<file path="config.mk">
export PLATFORM = sky130hd
export DESIGN_NAME = spi_frame_shifter
export DESIGN_NICKNAME = d
export VERILOG_FILES = /design/src/rtl/spi_frame_shifter.sv
export SDC_FILE = /design/constraint.sdc
export NUM_CORES = 1
export LEC_CHECK = 0
export CORE_AREA = 3 3 54 56
export DETAILED_ROUTE_END_ITERATION = 10
export DIE_AREA = 0 0 57 59
export DONT_BUFFER_PORTS = 1
export PLACE_DENSITY_LB_ADDON = 0.2
export SETUP_SLACK_MARGIN = 0.05
export SYNTH_ARGS = -nofsm -noshare
export SYNTH_HDL_FRONTEND = slang
export SYNTH_SLANG_ARGS = --single-unit
</file>
<file path="constraint.sdc">
create_clock -name clk -period 2.5 [get_ports clk]
set_input_delay 0.25 -clock clk [delete_from_list [all_inputs] [get_ports clk]]
set_output_delay 0.25 -clock clk [all_outputs]
set_load 0.02 [all_outputs]
</file>
<file path="src/rtl/spi_frame_shifter.sv">
// SPI mode-0 frame shifter: assembles MSB-first receive frames and shifts a
// preloaded word out on miso, driven by pre-synchronized SCLK edge pulses.
`timescale 1ns/1ps

module spi_frame_shifter #(
    parameter int unsigned WIDTH = 8,
    parameter int unsigned CNT_W = 4
) (
    input  logic             clk,
    input  logic             reset,
    input  logic             cs_n,
    input  logic             mosi,
    input  logic             sclk_rise,
    input  logic             sclk_fall,
    input  logic [WIDTH-1:0] tx_data,
    input  logic             tx_load,
    output logic             miso,
    output logic [WIDTH-1:0] rx_data,
    output logic             frame_valid,
    output logic             frame_abort,
    output logic             busy
);

    typedef enum logic {
        IDLE   = 1'b0,
        ACTIVE = 1'b1
    } state_t;

    state_t           state;
    logic [CNT_W-1:0] bit_cnt;
    logic [WIDTH-1:0] rx_shift;
    logic [WIDTH-1:0] tx_shift;

    assign miso = tx_shift[WIDTH-1];

    always_ff @(posedge clk or posedge reset) begin
        if (reset) begin
            state       <= IDLE;
            bit_cnt     <= '0;
            rx_shift    <= '0;
            tx_shift    <= '0;
            rx_data     <= '0;
            frame_valid <= 1'b0;
            frame_abort <= 1'b0;
            busy        <= 1'b0;
        end else begin
            frame_valid <= 1'b0;
            frame_abort <= 1'b0;
            case (state)
                IDLE: begin
                    busy <= 1'b0;
                    if (tx_load) begin
                        tx_shift <= tx_data;
                    end
                    if (!cs_n) begin
                        state   <= ACTIVE;
                        busy    <= 1'b1;
                        bit_cnt <= '0;
                    end
                end
                ACTIVE: begin
                    // A load only lands between frames; it beats a same-cycle fall.
                    if (tx_load && (bit_cnt == '0)) begin
                        tx_shift <= tx_data;
                    end else if (sclk_fall && (bit_cnt != '0) && !cs_n) begin
                        tx_shift <= {tx_shift[WIDTH-2:0], 1'b0};
                    end

                    // Deselect wins over any simultaneous rising-edge sample.
                    if (cs_n) begin
                        state    <= IDLE;
                        busy     <= 1'b0;
                        bit_cnt  <= '0;
                        rx_shift <= '0;
                        if (bit_cnt != '0) begin
                            frame_abort <= 1'b1;
                        end
                    end else begin
                        busy <= 1'b1;
                        if (sclk_rise) begin
                            rx_shift <= {rx_shift[WIDTH-2:0], mosi};
                            if (bit_cnt == CNT_W'(WIDTH - 1)) begin
                                rx_data     <= {rx_shift[WIDTH-2:0], mosi};
                                frame_valid <= 1'b1;
                                bit_cnt     <= '0;
                            end else begin
                                bit_cnt <= bit_cnt + CNT_W'(1);
                            end
                        end
                    end
                end
                default: begin
                    state <= IDLE;
                    busy  <= 1'b0;
                end
            endcase
        end
    end

endmodule

</file>
==> results of run 1 <==
path summary, 6_finish.rpt:
path	endpoint	from	cells after the start	slack (ns)
worst max register to register	tx_shift[7]$_DFFE_PP0P_	bit_cnt[0]$_DFFE_PP0P_	6	0.38
worst max-delay path	tx_shift[7]$_DFFE_PP0P_	bit_cnt[0]$_DFFE_PP0P_	6	0.38
min in group asynchronous	tx_shift[4]$_DFFE_PP0P_	reset	3	0.43
max in group asynchronous	rx_shift[6]$_DFFE_PP0P_	reset	3	1.79
worst min register to register	tx_shift[5]$_DFFE_PP0P_	tx_shift[5]$_DFFE_PP0P_	1	0.51
worst min-delay path	state$_DFF_PP0_	cs_n	1	0.04
power by group:
part | internal (mW) | switching, mW
Combinational | 0.0539 | 0.0443
Sequential | 0.519 | 0.0245
Clock | 0.106 | 0.151
layout make-up:
cell class | instances | area [um2] | share of cell area (%)
clock buffer | 7 | 45.0 | 3.09
inverter | 10 | 37.5 | 2.58
multi-input combinational | 64 | 544 | 37.3
sequential | 30 | 751 | 51.5
tap | 30 | 37.5 | 2.58
timing repair buffer | 5 | 42.5 | 2.92
cell families (layout without fill, tap and decap cells):
kind of cell,count (synthesis),in the layout,synth area share [%]
flops,30,30,55.6
compound gates,23,23,12.5
mux,23,23,19.1
simple gates,16,16,6.85
buf+inv,13,22,4.17
fa+ha+maj,2,2,1.85
Yosys cell counts, drive strengths merged:
cell type  number  area [um2]
inv            10        37.5
nor2            1        3.75
or3b            1        11.3
nand3b          1        7.51
a22o            4        35.0
mux2           22         248
a21oi           3        15.0
ha              2        25.0
nand4           1        6.26
clkbuf          2        7.51
nand3           2        10.0
nor2b           1        6.26
o2bb2ai         3        26.3
mux2i           1        10.0
nor3            2        15.0
o22a            2        17.5
o22ai           2        12.5
o21bai          1        7.51
nand2           5        18.8
dfrtp          30         751
and3            1        7.51
nand2b          1        6.26
a41oi           1        16.3
buf             1        11.3
o21ai           7        38.8
cells in the final DEF (no fill, tap or decap), drive strengths merged, types with 3 or more instances in the layout:
cell and count:
a22o 4, o21ai 7, a21oi 3, inv 10, mux2 22, nand2 5, dfrtp 30, o2bb2ai 3
clkbuf 7, buf 3
per-layer routing:
| metal | global-route usage [%] | part of all wire (%) |
|---|---|---|
| met5 | 0 | 0 |
| met4 | 6.95 | 2.0 |
| met3 | 7.63 | 6.3 |
| met2 | 26.4 | 51 |
| met1 | 16.7 | 41 |
per-stage QoR:
stage,hold WS [ns],power [mW]
after floorplan,0.341,0.635
after global placement,0.236,0.647
after detailed placement,0.238,0.651
after CTS,0.0307,0.912
after global routing,0.0324,0.948
final,0.0434,0.898
timing repair:
item,CTS,global route
setup buffers,0,0
hold buffers,2,0
endpoints found under the hold margin,32,0
registers in the layout, indices dropped and copies added, names as in the netlist:
| register | cells |
|---|---|
| frame_valid | 1 |
| bit_cnt | 4 |
| rx_shift | 7 |
| state | 1 |
| frame_abort | 1 |
| tx_shift | 8 |
| rx_data | 8 |
worst max-delay path: cells and delay by family (launching register included):
family | cells | cell delay (ns)
muxes | 2 | 0.64
DFF | 1 | 0.42
and+or+nand+nor | 1 | 0.40
AOI/OAI and AO/OA | 1 | 0.35
adders and majority gates | 1 | 0.13
buffers and inverters | 1 | 0.07
==> summary.txt, run 1 <==
Outcome
  • Result of the run: completed

Place
  • Post-detailed-placement half-perimeter wirelength: 1640 um
  • Worst setup slack after placement: around 0.38 ns
  • Post-Place Cells: 137
  • Instance area after placement: 1390 um2
  • Port buffer count: 0
  • Placer Congestion: about 0.84

Timing
  • Worst setup skew after layout: about 0.0073 ns
  • Unrepaired setup endpoints after global routing: no
  • Fmax: roughly 470 MHz
  • Time the worst path needs with I/O delays and setup: roughly 2.1 ns
  • Setup-failing EPs final: 0
  • Pins Over Slew Limit: 0
  • Post-route worst setup slack: between 0.3 and 0.4 ns
  • Share of the clock period used by the worst path after layout: 84.6%
  • Relative slew slack: 66.4%
  • Accumulated negative setup slack: 0 ns
  • Hold violation total from the final report: 0
  • Transition time of the tightest slew-check pin: just over 0.5 ns

Setup path
  • Cell with the most instances on the worst path: mux2_2
  • Critical Path AT: about 2.3 ns
  • Crit path required time: between 2 and 3 ns
  • List of cells traversed by the critical path: inv_1, ha_1, or3b_4, o21ai_2, mux2_2, mux2_2
  • Largest stage delay on the critical path: ~0.42 ns
  • Kind of end point of the critical path: flop
  • Critical Path Fanout Max: 8
  • Path type of the worst setup path: reg -> reg
  • Critical Path Slowest Stage Cell: dfrtp_1
  • Startpoint types: flop

Floorplan
  • DIE AREA: approximately 3400 um2
  • Site Rows: 18
  • Ports: 27
  • Initial Util: around 55%
  • Die Width: 57 um
  • DIE HEIGHT: roughly 59 um
  • Area of the core region: approximately 2500 um2

Global routing
  • GRT Overall Usage: 15.7%
  • Number of global-route vias before repair: 905
  • Initial antenna violation count: 0
  • GR Overflow Total: 0
  • Largest net degree at the start of global routing: 31
  • First-pass GRT wire length: between 3000 and 4000 um

Synthesis
  • FF+latch count, synth: 30
  • Total of warnings raised by yosys: 0
  • Netlist Area Pre-Place: ~1400 um2
  • Proportion of synthesized chip area in sequential cells: 55.6%
  • Avg Synthesized Cell Area: between 10 and 15 um2
  • Total nets after synthesis: between 100 and 150
  • Count of distinct cell types in the synthesized netlist: 27
  • Cells after Synth: between 100 and 150

Clock tree
  • Number of buffers added by the clock tree synthesis step: 5
  • H-tree lvl count: 2
  • PostCTS Resize Cnt: 0
  • Sinks on the clock net: 30
  • Clock insertion delay at the later pin of the skew report: around 0.32 ns
  • Clk pin slew, worst setup/hold paths: around 0.09 ns
  • Clock tree from TritonCTS: yes
  • Clk buf depth: 2
  • Cell at the root of the clock tree: clkbuf_4

Route
  • Routed WL per cell: about 16 um
  • Number of DRC violations after detailed routing: 0
  • Number of search-and-repair iterations in the first detailed-routing pass: 4
  • Number of violations reported at the end of detailed-routing iteration 0: 21
  • ANT nets after route: 0
  • Vias post-DR: between 800 and 900
  • Mean number of vias per cell: 5.86
  • Wire length after detailed routing: approximately 2300 um

Hold path
  • Worst min-delay path category: in -> reg

Power and ir drop
  • Largest voltage drop on the vdd net: 0.000455 V
  • Ratio of total power to cell area: 616 nW/um2
  • Leakage dissipation: 0.664 nW

Final layout
  • Count of non-filler cells in the finished layout: roughly 150
  • Fraction of the core area covered by cells at the end of the flow: 58.8%
  • Number of fill cells in the layout: about 220
  • Diodes inserted: 0
  • Area of all placed cells without fillers: 1460 um2
  • Signed area change from the synthesized netlist to the final layout: 7.87%
  • Fraction of layout instances using a drive strength above 1: 30.2%
  • Nets@finish: 133

Job
  • Number of maximum-capacitance constraint violations: 0
Power figures use the tool's default switching activity.
==> run 2: changes to the inputs <==
- clock period: 2.5 -> 2.2 ns (I/O delays scaled with it)
==> summary.txt, run 2 (synthesis gave the netlist of run 1 again) <==
Route
  • Wire length after detailed routing: around 2300 um
  • Number of violations reported at the end of detailed-routing iteration 0: 6
  • Met1 WL: between 900 and 1000 um
  • Number of DRC violations after detailed routing: 0
  • Mean number of vias per cell: just under 6
  • Routed WL per cell: between 15 and 20 um
  • Met3 Routed Length: 147 um
  • Highest Signal Layer: met4
  • Routed wire length on met2: 1170 um
  • Vias post-DR: roughly 860
  • Number of search-and-repair iterations in the first detailed-routing pass: 4
  • ANT nets after route: 0

Setup path
  • Startpoint types: flop
  • Critical Path AT: 2.28 ns
  • Path type of the worst setup path: reg -> reg
  • R2R cell count: 6
  • Kind of end point of the critical path: flop
  • Worst Path Buf+Inv: 1
  • Critical Path Fanout Max: 8
  • Critical Path Slowest Stage Cell: dfrtp_1
  • Largest stage delay on the critical path: approximately 0.43 ns
  • Cell with the most instances on the worst path: mux2_2
  • CP top delay family: multiplexers
  • Crit path required time: about 2.4 ns
  • List of cells traversed by the critical path: inv_1, ha_1, or3b_4, o21ai_4, mux2_2, mux2_2
  • Number of logic stages on the critical path including buffering: 6

Final layout
  • Fraction of layout instances using a drive strength above 1: 33.1%
  • Signed area change from the synthesized netlist to the final layout: 11.4%
  • Largest registers: rx_data: 8 flops, tx_shift: 8 flops, rx_shift: 7 flops
  • Most frequent cells in the layout: dfrtp_1, mux2_2, inv_1
  • Diodes inserted: 0
  • Most frequent standard cell in the layout excluding fill and tap cells: dfrtp_1
  • Area of all placed cells without fillers: about 1500 um2
  • Nets@finish: 134
  • Number of fill cells in the layout: 218

Floorplan
  • Site Rows: 18
  • DIE HEIGHT: roughly 59 um
  • Initial Util: 54.5%
  • Die Width: about 57 um
  • DIE AREA: ~3400 um2
  • Area of the core region: 2480 um2
  • Ports: 27

Timing
  • Accumulated negative setup slack: 0 ns
  • Time the worst path needs with I/O delays and setup: ~2.1 ns
  • Worst setup skew after layout: around 0.0063 ns
  • Setup-failing EPs final: 0
  • Transition time of the tightest slew-check pin: roughly 0.45 ns
  • Pins Over Slew Limit: 0
  • Relative slew slack: between 60% and 70%
  • Fmax: between 400 and 500 MHz
  • Share of the clock period used by the worst path after layout: 93.2%
  • Hold violation total from the final report: 0
  • Unrepaired setup endpoints after global routing: no

Clock tree
  • Cell at the root of the clock tree: clkbuf_4
  • H-tree lvl count: 2
  • Number of buffers added by the clock tree synthesis step: 5
  • Post-CTS Setup Inserts: 0
  • Clock tree from TritonCTS: yes
  • Sinks on the clock net: 30
  • Clk pin slew, worst setup/hold paths: 0.09 ns
  • Clk buf depth: 2
  • Clock insertion delay at the later pin of the skew report: between 0.3 and 0.4 ns

Global routing
  • GRT Overall Usage: around 16%
  • Largest net degree at the start of global routing: 31
  • Number of global-route vias before repair: between 900 and 1000
  • Initial antenna violation count: 0
  • GR Overflow Total: 0
  • First-pass GRT wire length: ~4000 um

Place
  • Placer Congestion: 0.816
  • Port buffer count: 0
  • Post-detailed-placement half-perimeter wirelength: between 1500 and 2000 um
  • Instance area after placement: around 1400 um2

Power and ir drop
  • Psw: about 290 uW
  • Combinational fraction of design power: 9.9%
  • Largest voltage drop on the vdd net: approximately 0.00058 V
  • Switching part of the total power: between 20% and 30%
  • Internal Power: just under 900 uW
  • Ratio of total power to cell area: about 800 nW/um2
  • Relative contribution of the clock network to total power: between 30% and 40%
  • Part of the total power dissipated in sequential elements: 52.8%
  • Leakage dissipation: about 0.69 nW

Job
  • Number of maximum-capacitance constraint violations: 0

Hold path
  • Worst min-delay path category: in -> reg
  • Number of cells on the worst hold path: 2

Outcome
  • Result of the run: completed
[run 2: stage by stage]
stage / worst slack [ns] / cells / power [mW] / hold WS, ns / utilization, %
floorplan: 0.218 / 107 / 0.721 / 0.311 / -
global placement: 0.131 / 138 / 0.737 / 0.207 / 56.5
detailed placement: 0.0722 / 138 / 0.745 / 0.211 / 56.5
CTS: 0.0570 / 148 / 1.19 / 0.00167 / 60.5
global route: 0.0547 / 148 / 1.23 / 0.00850 / 60.8
finish: 0.149 / 148 / 1.17 / 0.0121 / 60.8
[run 2: routing by layer]
layer	vias to the layer above	global-route usage (%)
li1	402	-
met1	426	17.0
met2	23	26.6
met3	6	7.84
met4	0	7.95
met5	-	0
[run 2: worst paths after layout]
check | startpoint | endpoint | slack (ns)
min in group asynchronous | reset | rx_shift[0]$_DFFE_PP0P_ | 0.39
setup / recovery | bit_cnt[0]$_DFFE_PP0P_ | tx_shift[5]$_DFFE_PP0P_ | 0.15
setup reg to reg | bit_cnt[0]$_DFFE_PP0P_ | tx_shift[5]$_DFFE_PP0P_ | 0.15
max in group asynchronous | reset | bit_cnt[0]$_DFFE_PP0P_ | 1.53
hold reg to reg | rx_shift[1]$_DFFE_PP0P_ | rx_data[2]$_DFFE_PP0P_ | 0.51
hold / removal | tx_data[0] | tx_shift[0]$_DFFE_PP0P_ | 0.01
[run 2: timing repair]
action	in CTS	in global routing
hold endpoints to repair	33	0
hold buffers	2	0
resized for setup	0	1
setup endpoints to repair	0	7
[run 2: area by class of cell]
class	instances	area (um2)	area share, %
clock buffer	5	37.5	2.49
clock inverter	3	40.0	2.66
inverter	10	37.5	2.49
multi-input combinational	64	552	36.7
sequential	30	751	49.9
tap	30	37.5	2.49
timing repair buffer	6	50.0	3.33
[run 2: worst reg2reg max path, cell delays in order, from the launching register on]
cell	delay, ns
dfrtp_1	0.43
inv_1	0.08
ha_1	0.12
or3b_4	0.41
o21ai_4	0.27
mux2_2	0.38
mux2_2	0.26
[run 2: power by group through the flow]
stage,Combinational [mW],Clock [mW],Sequential (mW)
after floorplan,0.0979,0,0.623
after global placement,0.108,0,0.629
after detailed placement,0.113,0,0.632
after CTS,0.117,0.452,0.621
after global routing,0.130,0.469,0.626
final,0.116,0.438,0.621
